`config.mk`:
```
export PLATFORM = sky130hd
export DESIGN_NAME = ahb_arbiter_param
export DESIGN_NICKNAME = d
export VERILOG_FILES = /design/src/rtl/ahb_arbiter_param.sv
export SDC_FILE = /design/constraint.sdc
export NUM_CORES = 1
export LEC_CHECK = 0
export ABC_AREA = 1
export CAP_MARGIN = 30
export CORE_AREA = 2 2 48 50
export DETAILED_ROUTE_END_ITERATION = 7
export DIE_AREA = 0 0 50 52
export PLACE_DENSITY = 0.81
export SYNTH_ARGS = -nofsm -noshare
export SYNTH_HDL_FRONTEND = slang
export SYNTH_SLANG_ARGS = --single-unit
```
`constraint.sdc`:
```
create_clock -name HCLK -period 1.5 [get_ports HCLK]
set_input_delay 0.3 -clock HCLK [delete_from_list [all_inputs] [get_ports HCLK]]
set_output_delay 0.3 -clock HCLK [all_outputs]
set_load 0.005 [all_outputs]
```
`src/rtl/ahb_arbiter_param.sv`:
```
// ahb_arbiter_param
// -----------------------------------------------------------------------------
// Parametrised AHB bus arbiter. Picks one of NUM_MASTERS requesters, drives a
// registered one-hot HGRANT and tracks the address-phase owner (HMASTER,
// HMASTLOCK) for the address/data muxes and the slaves.
//
// Grant policy: fixed priority (ARB_MODE=0, index 0 highest) or round robin
// (ARB_MODE=1, scan upward from the last granted requester). With no requests
// the bus parks on DEFAULT_MASTER. The grant is held across locked transfers
// and across the remaining beats of fixed-length (4/8/16 beat) bursts.
//
// Ports
//   HCLK       in   bus clock, rising edge
//   HRESET     in   synchronous active-high reset
//   HBUSREQ    in   [NUM_MASTERS] per-master bus request
//   HLOCK      in   [NUM_MASTERS] per-master lock request
//   HTRANS     in   [2] transfer type of current address owner
//   HBURST     in   [3] burst type of current address owner
//   HREADY     in   bus-wide ready
//   HRESP      in   [2] transfer response
//   HGRANT     out  [NUM_MASTERS] one-hot grant (registered)
//   HMASTER    out  [MW] address-phase owner index (registered)
//   HMASTLOCK  out  address phase is locked (registered)
// -----------------------------------------------------------------------------
module ahb_arbiter_param #(
  parameter int NUM_MASTERS    = 4,
  parameter int ARB_MODE       = 0,
  parameter int DEFAULT_MASTER = 0,
  parameter int MW             = $clog2(NUM_MASTERS)
) (
  input  logic                   HCLK,
  input  logic                   HRESET,
  input  logic [NUM_MASTERS-1:0] HBUSREQ,
  input  logic [NUM_MASTERS-1:0] HLOCK,
  input  logic [1:0]             HTRANS,
  input  logic [2:0]             HBURST,
  input  logic                   HREADY,
  input  logic [1:0]             HRESP,
  output logic [NUM_MASTERS-1:0] HGRANT,
  output logic [MW-1:0]          HMASTER,
  output logic                   HMASTLOCK
);

  localparam logic [1:0] TR_IDLE   = 2'b00;
  localparam logic [1:0] TR_BUSY   = 2'b01;
  localparam logic [1:0] TR_NONSEQ = 2'b10;
  localparam logic [1:0] TR_SEQ    = 2'b11;
  localparam logic [1:0] RSP_OKAY  = 2'b00;

  localparam logic [MW-1:0] DEF_IDX = MW'(DEFAULT_MASTER);
  localparam logic [NUM_MASTERS-1:0] GRANT_RST =
    {{(NUM_MASTERS-1){1'b0}}, 1'b1} << DEFAULT_MASTER;

  // ---------------------------------------------------------------------------
  // State
  // ---------------------------------------------------------------------------
  logic [NUM_MASTERS-1:0] grant_q,    grant_d;
  logic [MW-1:0]          master_q,   master_d;
  logic                   mastlock_q, mastlock_d;
  logic [3:0]             cnt_q,      cnt_d;     // remaining protected beats
  logic [MW-1:0]          rr_ptr_q,   rr_ptr_d;  // last requester granted

  // ---------------------------------------------------------------------------
  // Current owner index from the one-hot grant
  // ---------------------------------------------------------------------------
  logic [MW-1:0] owner_idx;

  always_comb begin
    owner_idx = '0;
    for (int i = 0; i < NUM_MASTERS; i++) begin
      if (grant_q[i]) owner_idx = MW'(i);
    end
  end

  // ---------------------------------------------------------------------------
  // Burst beat counter. A NONSEQ of a fixed-length burst loads beats-1, each
  // accepted SEQ counts down. Any non-OKAY response with HREADY kills the
  // burst so the arbiter can hand the bus over at that same edge. SINGLE and
  // INCR never load, so undefined-length bursts are not protected.
  // ---------------------------------------------------------------------------
  logic [3:0] burst_load;

  always_comb begin
    burst_load = 4'd0;
    unique case (HBURST)
      3'b010, 3'b011: burst_load = 4'd3;
      3'b100, 3'b101: burst_load = 4'd7;
      3'b110, 3'b111: burst_load = 4'd15;
      default:        burst_load = 4'd0;
    endcase
  end

  always_comb begin
    cnt_d = cnt_q;
    if (HREADY) begin
      if (HRESP != RSP_OKAY) begin
        cnt_d = 4'd0;
      end else begin
        unique case (HTRANS)
          TR_NONSEQ: cnt_d = burst_load;
          TR_SEQ:    cnt_d = (cnt_q != 4'd0) ? cnt_q - 4'd1 : 4'd0;
          TR_IDLE:   cnt_d = 4'd0;
          TR_BUSY:   cnt_d = cnt_q;
          default:   cnt_d = cnt_q;
        endcase
      end
    end
  end

  // ---------------------------------------------------------------------------
  // Hold / re-arbitration decision. Looking at cnt_d (not cnt_q) releases the
  // grant on the edge that accepts the final address of a burst.
  // ---------------------------------------------------------------------------
  logic hold;
  logic rearb;

  assign hold  = HLOCK[owner_idx] | (cnt_d != 4'd0);
  assign rearb = HREADY & ~hold;

  // ---------------------------------------------------------------------------
  // Winner selection
  // ---------------------------------------------------------------------------
  logic [MW-1:0] fp_idx;
  logic [MW-1:0] rr_idx;
  logic [MW-1:0] scan_idx;
  logic          rr_found;
  logic          any_req;
  logic [MW-1:0] winner;

  assign any_req = |HBUSREQ;

  // Fixed priority: lowest set index wins (scan downward, last hit sticks).
  always_comb begin
    fp_idx = '0;
    for (int i = NUM_MASTERS - 1; i >= 0; i--) begin
      if (HBUSREQ[i]) fp_idx = MW'(i);
    end
  end

  // Round robin: first requester scanning upward from rr_ptr+1, wrapping.
  // The current owner competes at position rr_ptr+NUM_MASTERS, i.e. last.
  always_comb begin
    rr_idx   = rr_ptr_q;
    rr_found = 1'b0;
    scan_idx = '0;
    for (int k = 1; k <= NUM_MASTERS; k++) begin
      scan_idx = MW'((int'(rr_ptr_q) + k) % NUM_MASTERS);
      if (!rr_found && HBUSREQ[scan_idx]) begin
        rr_idx   = scan_idx;
        rr_found = 1'b1;
      end
    end
  end

  always_comb begin
    winner = DEF_IDX;
    if (any_req) winner = (ARB_MODE == 1) ? rr_idx : fp_idx;
  end

  // ---------------------------------------------------------------------------
  // Next-state for grant, pointer and address-phase ownership
  // ---------------------------------------------------------------------------
  always_comb begin
    grant_d    = grant_q;
    rr_ptr_d   = rr_ptr_q;
    master_d   = master_q;
    mastlock_d = mastlock_q;

    if (rearb) begin
      grant_d         = '0;
      grant_d[winner] = 1'b1;
      // Parking on the default master is not a real grant for fairness.
      if (any_req) rr_ptr_d = winner;
    end

    // The granted master owns the next address phase once HREADY completes
    // the current one.
    if (HREADY) begin
      master_d   = owner_idx;
      mastlock_d = HLOCK[owner_idx];
    end
  end

  always_ff @(posedge HCLK) begin
    if (HRESET) begin
      grant_q    <= GRANT_RST;
      master_q   <= DEF_IDX;
      mastlock_q <= 1'b0;
      cnt_q      <= 4'd0;
      rr_ptr_q   <= DEF_IDX;
    end else begin
      grant_q    <= grant_d;
      master_q   <= master_d;
      mastlock_q <= mastlock_d;
      cnt_q      <= cnt_d;
      rr_ptr_q   <= rr_ptr_d;
    end
  end

  assign HGRANT    = grant_q;
  assign HMASTER   = master_q;
  assign HMASTLOCK = mastlock_q;

endmodule

```
==> results of run 1 <==
cell usage in the layout, fill, tap and decap left out, types with 3 or more instances in the layout:
master | netlist | layout
nand2_1 | 38 | 33
inv_1 | 23 | 19
clkdlybuf4s50_1 | 0 | 18
nor2_1 | 18 | 17
buf_4 | 1 | 12
nand3_1 | 14 | 8
nand2_2 | 2 | 7
dfxtp_1 | 11 | 6
nand3_2 | 0 | 6
inv_2 | 3 | 5
a21oi_1 | 8 | 5
dlygate4sd2_1 | 0 | 5
dfxtp_2 | 0 | 4
nor2_2 | 6 | 4
nor2_4 | 1 | 4
clkbuf_4 | 0 | 3
cell families (layout without fill, tap and decap cells):
group	after synthesis	count (layout)	synth area share, %
simple gates	84	84	45.7
buf+inv	29	67	13.8
compound gates	15	15	10.3
flops	11	11	27.1
fa+ha+maj	2	2	3.08
stage by stage:
| step | TNS [ps] | area (um2) | hold WS (ps) | utilization, % |
|---|---|---|---|---|
| 6_report | -9.56 | 1300 | 469 | 61.7 |
| 3_5_place_dp | -2110 | 1150 | 471 | 54.4 |
| 2_1_floorplan | 0 | 813 | 369 | - |
| 5_1_grt | -345 | 1300 | 508 | 61.7 |
| 4_1_cts | -95.0 | 1220 | 482 | 58.0 |
| 3_3_place_gp | -1580 | 1150 | 470 | 54.4 |
layer usage:
metal / vias to the layer above / wire length [um] / track usage [%]
met2: 32 / 1230 / 35.3
met1: 447 / 978 / 20.8
met5: - / 0 / 0
li1: 513 / - / -
met3: 8 / 82 / 4.60
met4: 0 / 63 / 4.17
synth_stat cells:
library cell | count | share of area (%)
nand2_1 | 38 | 18
inv_1 | 23 | 11
nor2_1 | 18 | 8.3
nand3_1 | 14 | 8.6
dfxtp_1 | 11 | 27
a21oi_1 | 8 | 4.9
nor2_2 | 6 | 4.6
inv_2 | 3 | 1.4
o21ai_0 | 3 | 1.8
clkinv_1 | 2 | 0.92
ha_1 | 2 | 3.1
nand2_2 | 2 | 1.5
nor3_1 | 2 | 1.2
o211ai_1 | 2 | 1.8
a31oi_1 | 1 | 0.77
buf_4 | 1 | 0.92
nand3b_1 | 1 | 0.92
nand4_1 | 1 | 0.77
nor2_4 | 1 | 1.4
o21bai_1 | 1 | 0.92
or2_1 | 1 | 0.77
repair_timing:
| item | CTS | global route |
|---|---|---|
| setup endpoints to repair | 7 | 6 |
| resized for setup | 22 | 19 |
| pin swaps | 12 | 15 |
| buffers inserted | 1 | 1 |
state kept, by name, summed over array words and instances (netlist names):
signal	flops
HMASTLOCK	1
HGRANT	4
cnt_q	4
HMASTER	2
power by group through the flow:
stage                     clock, uW  sequential, uW  combinational, uW
final                           207             358                402
after global routing            237             362                441
after CTS                       209             356                351
after detailed placement          0             359                351
after global placement            0             359                339
after floorplan                   0             360                178
critical path, cell delays in order (launching register included):
cell and delay (ps):
dfxtp_2 350, inv_4 50, ha_4 260, nand3b_1 100, nand2_1 70, nand2_2 100, nand3_2 100, nor2_4 170
nand3_2 80, nand2_1 70, nor2_1 40
final cells by class:
type	count	area, um2	share of cell area, %
Clock buffer	4	26.3	2.02
Inverter	28	110	8.48
Multi-Input combinational cell	101	584	45.0
Sequential cell	11	229	17.6
Tap cell	28	35.0	2.70
Timing Repair Buffer	35	314	24.2
worst max path at each step:
stage                             start                      to  slack, ps  cells past startpoint
floorplan           cnt_q[0]$_SDFF_PP0_  HGRANT[3]$_SDFFE_PP0P_         80                     13
global placement              HTRANS[1]  HGRANT[3]$_SDFFE_PP0P_       -350                     10
detailed placement            HTRANS[1]  HGRANT[1]$_SDFFE_PP0P_       -410                     10
CTS                 cnt_q[1]$_SDFF_PP0_  HGRANT[1]$_SDFFE_PP0P_        -40                     13
global route        cnt_q[1]$_SDFF_PP0_  HGRANT[3]$_SDFFE_PP0P_       -120                     10
finish              cnt_q[0]$_SDFF_PP0_  HGRANT[1]$_SDFFE_PP0P_         -7                     10
==> out/results.tsv, run 1 <==
metric	value	unit
yosysSeqAreaShare	27.1	%
dp_hpwl	1690	um
r2r_slack	-7	ps
drtPass1Iterations	4	
htreeDepth	1	
nNetsFinal	200	
clock-root-buffer	clkbuf_4	
ys_ff_latch	11	
reg2reg_to	HGRANT[1]$_SDFFE_PP0P_	
synth_area	813	um2
antenna_found_initial	0	
fp.dieW	50	um
path_clk_slew	80	ps
drv_cap	0	
grt_overflow	0	
period_share	100	%
crit_arrival	1670	ps
synth.distinct_cells	21	
hold_path.class	reg -> reg	
cts_sinks	11	
irDropWorstVdd	0.510	mV
yosysWarnings	0	
final.min_clock_period	1510	ps
routabilityCongestion	0.803	
drive_above_1_share	29.6	%
num_rows	17	
diodes	0	
power.switching	327	uW
p_seq_share	37.1	%
tightest_slew	335	ps
r2r_cells	10	
hold_start	HGRANT[0]$_SDFFE_PP1P_	
num-fill-cells	200	
grt_pass1_wl	3740	um
r2r-start	cnt_q[0]$_SDFF_PP0_	
hold_depth	2	
syn2layout_area_growth	59.7	%
p_per_area	745	nW/um2
drc	0	
crit_path_start_kind	flop	
io_buffers	23	
top_level_ports	25	
track_usage	18.7	%
max_slew_margin	77.5	%
syn_inst	141	
tritoncts	done	
outcome	finished, violations left	
drt-initial-drc-count	25	
rsz0062_at_grt	yes	
finalSetupViolCount	2	
p_clk_share	21.4	%
post_drt_wl_per_cell	11.4	um
numCtsBuffers	3	
finalNonFillerCells	207	
die_h	52	um
core	2110	um2
clk_latency	270	ps
critPathRequiredTime	1660	ps
hold_buffers	0	
setup_ws	-6.80	ps
viasPerCell	4.83	
finalHoldViolations	0	
fp.dieArea	2600	um2
mappedNetlistNets	161	
crit_type	reg -> reg	
power	967	uW
switching_share	33.8	%
fmax	0.664	GHz
ant_nets	0	
comb_power_share	41.5	%
vias	1000	
place_ws	-410	ps
power.internal	640	uW
hold_path_end	HGRANT[0]$_SDFFE_PP1P_	
drv_slew	0	
initial_core_util	38.6	%
synth_area_per_cell	5.77	um2
leakage	0.000623	uW
finClkSkew	3.18	ps
end_kind	flop	
grt_pass1_vias	881	
placed_cells	201	
cts_buffer_depth	2	
failed_checks	negative setup slack	
grt_max_degree	10	
crit_fanout	3	
wl	2360	um
Power figures use the tool's default switching activity.
==> run 2, diff against run 1 <==
--- a/config.mk
+++ b/config.mk
@@ -13,2 +13,4 @@
 export PLACE_DENSITY = 0.81
+export RECOVER_POWER = 25
+export REMOVE_ABC_BUFFERS = 1
 export SYNTH_ARGS = -nofsm -noshare
==> constraint.sdc (replaced) <==
create_clock -name HCLK -period 1.5 [get_ports HCLK]
set_input_delay 0.45 -clock HCLK [delete_from_list [all_inputs] [get_ports HCLK]]
set_output_delay 0.45 -clock HCLK [all_outputs]
set_load 0.005 [all_outputs]
==> out/results.tsv, run 2 (synthesis gave the netlist of run 1 again) <==
metric	value	unit	change
ant_nets	0		unchanged
drv_slew	0		unchanged
tightest_slew	327	ps	-8.61 ps
drive_above_1_share	31.7	%	+2.1 points
initial_core_util	38.6	%	unchanged
top_level_ports	25		unchanged
cts_sinks	11		unchanged
diodes	0		unchanged
finClkSkew	5.17	ps	+1.99 ps
hold_start	HGRANT[0]$_SDFFE_PP1P_		
path_clk_slew	70	ps	about the same
p_per_area	735	nW/um2	-1.3%
num_rows	17		unchanged
power	962	uW	-0.53%
layout_common_cells	nand2_1 (34), inv_1 (19), nor2_1 (16), buf_4 (16), nand3_1 (11)		
max_slew_margin	78.1	%	+0.58 points
finalSetupViolCount	0		-2
hold_buffers	0		unchanged
hold_path.class	reg -> reg		
fp.dieW	50	um	unchanged
place_area	1160	um2	+1.3%
crit_fanout	4		+1
numCtsBuffers	3		unchanged
die_h	52	um	unchanged
rsz0062_at_grt	yes		
viasPerCell	4.73		-2.0%
end_kind	flop		
leakage	0.000658	uW	+5.7%
vias	999		-0.10%
clock-root-buffer	clkbuf_4		
irDropWorstVdd	0.472	mV	-7.4%
post_drt_wl_per_cell	10.8	um	-5.3%
final_common_cell	nand2_1		
grt_overflow	0		unchanged
final_util	62.2	%	+0.48 points
drtPass1Iterations	4		unchanged
startpoint	HLOCK[2]		
fp.dieArea	2600	um2	unchanged
io_buffers	23		unchanged
cts_buffer_depth	2		unchanged
fmax	0.672	GHz	+1.2%
dp_hpwl	1630	um	-3.5%
nNetsFinal	204		+2.0%
crit_arrival	1690	ps	+20 ps
r2r_slack	10	ps	+20 ps
syn2layout_area_growth	60.9	%	
grt_pass1_wl	3710	um	-0.72%
grt_pass1_vias	951		+7.9%
seq_area	233	um2	+1.6%
routabilityCongestion	0.759		-5.5%
drc	0		unchanged
outcome	complete, no violations		
critPathRequiredTime	1700	ps	+40 ps
drv_cap	0		unchanged
final_area	1310	um2	+0.77%
multiInputGateArea	567	um2	-3.0%
tritoncts	done		
final.min_clock_period	1490	ps	-18.0 ps
core	2110	um2	unchanged
r2r-start	cnt_q[0]$_SDFF_PP0_		
period_share	99.3	%	-1.2 points
wl	2280	um	-3.4%
finalHoldViolations	0		unchanged
htreeDepth	1		unchanged
track_usage	18.4	%	-0.27 points
grt_max_degree	10		unchanged
drt-initial-drc-count	23		-8.0%
antenna_found_initial	0		unchanged
crit_type	in -> reg		
crit_path_start_kind	primary input		
num-fill-cells	206		+3.0%
clk_latency	270	ps	about the same
[run 2: repair_timing]
| item | 4_1_cts | 5_1_grt |
|---|---|---|
| pin swaps | 16 | 16 |
| gates cloned | 0 | 0 |
| setup endpoints to repair | 12 | 7 |
| buffers inserted | 6 | 0 |
| resized for setup | 39 | 12 |
[run 2: report_power, final]
group,switching [uW],internal [uW],total (uW),leakage [uW]
combinational,197,201,398,0.000550
clock,106,103,209,0.0000150
sequential,23.7,331,355,0.0000931
total,326,636,962,0.000658
[run 2: final timing paths]
path,to,cells past startpoint
max reg2reg,HGRANT[2]$_SDFFE_PP0P_,11
max,HGRANT[2]$_SDFFE_PP0P_,9
min,HGRANT[0]$_SDFFE_PP1P_,2
min reg2reg,HGRANT[0]$_SDFFE_PP1P_,2
[run 2: area by class of cell]
class	count	share of cell area [%]
inverters	28	8.41
flip-flops and latches	11	17.8
well taps	28	2.68
clock buffers	4	2.01
repair buffers	39	25.8
multi-input cells	101	43.3
[run 2: stage by stage]
stage          setup TNS (ps)  cells  setup slack [ps]  hold WS [ps]
6_report                    0    211              11.2           467
5_1_grt                  -445    211              -109           507
4_1_cts                 -43.0    213             -29.4           475
3_5_place_dp            -3170    203              -548           469
3_3_place_gp            -2860    203              -479           468
2_1_floorplan               0    140              67.9           463
[run 2: routing by layer]
layer,GRT usage [%],share of wire [%]
met4,5.56,1.2
met1,20.8,40
met3,2.30,4.9
met2,35.5,54
met5,0,0
[run 2: critical path, cell delays in order]
cell and delay (ps):
clkdlybuf4s50_1 410, a21oi_2 130, o21bai_4 140, nand3_2 100
nor2_2 100, nand2_2 80, nor2_4 140, nor2_1 50
nor2_1 90
==> run 3, diff against run 2 <==
Settings changed: GPL_ROUTABILITY_DRIVEN from default to 0.
==> results of run 3 <==
Final layout, timing and power as in run 2 (identical DEF).
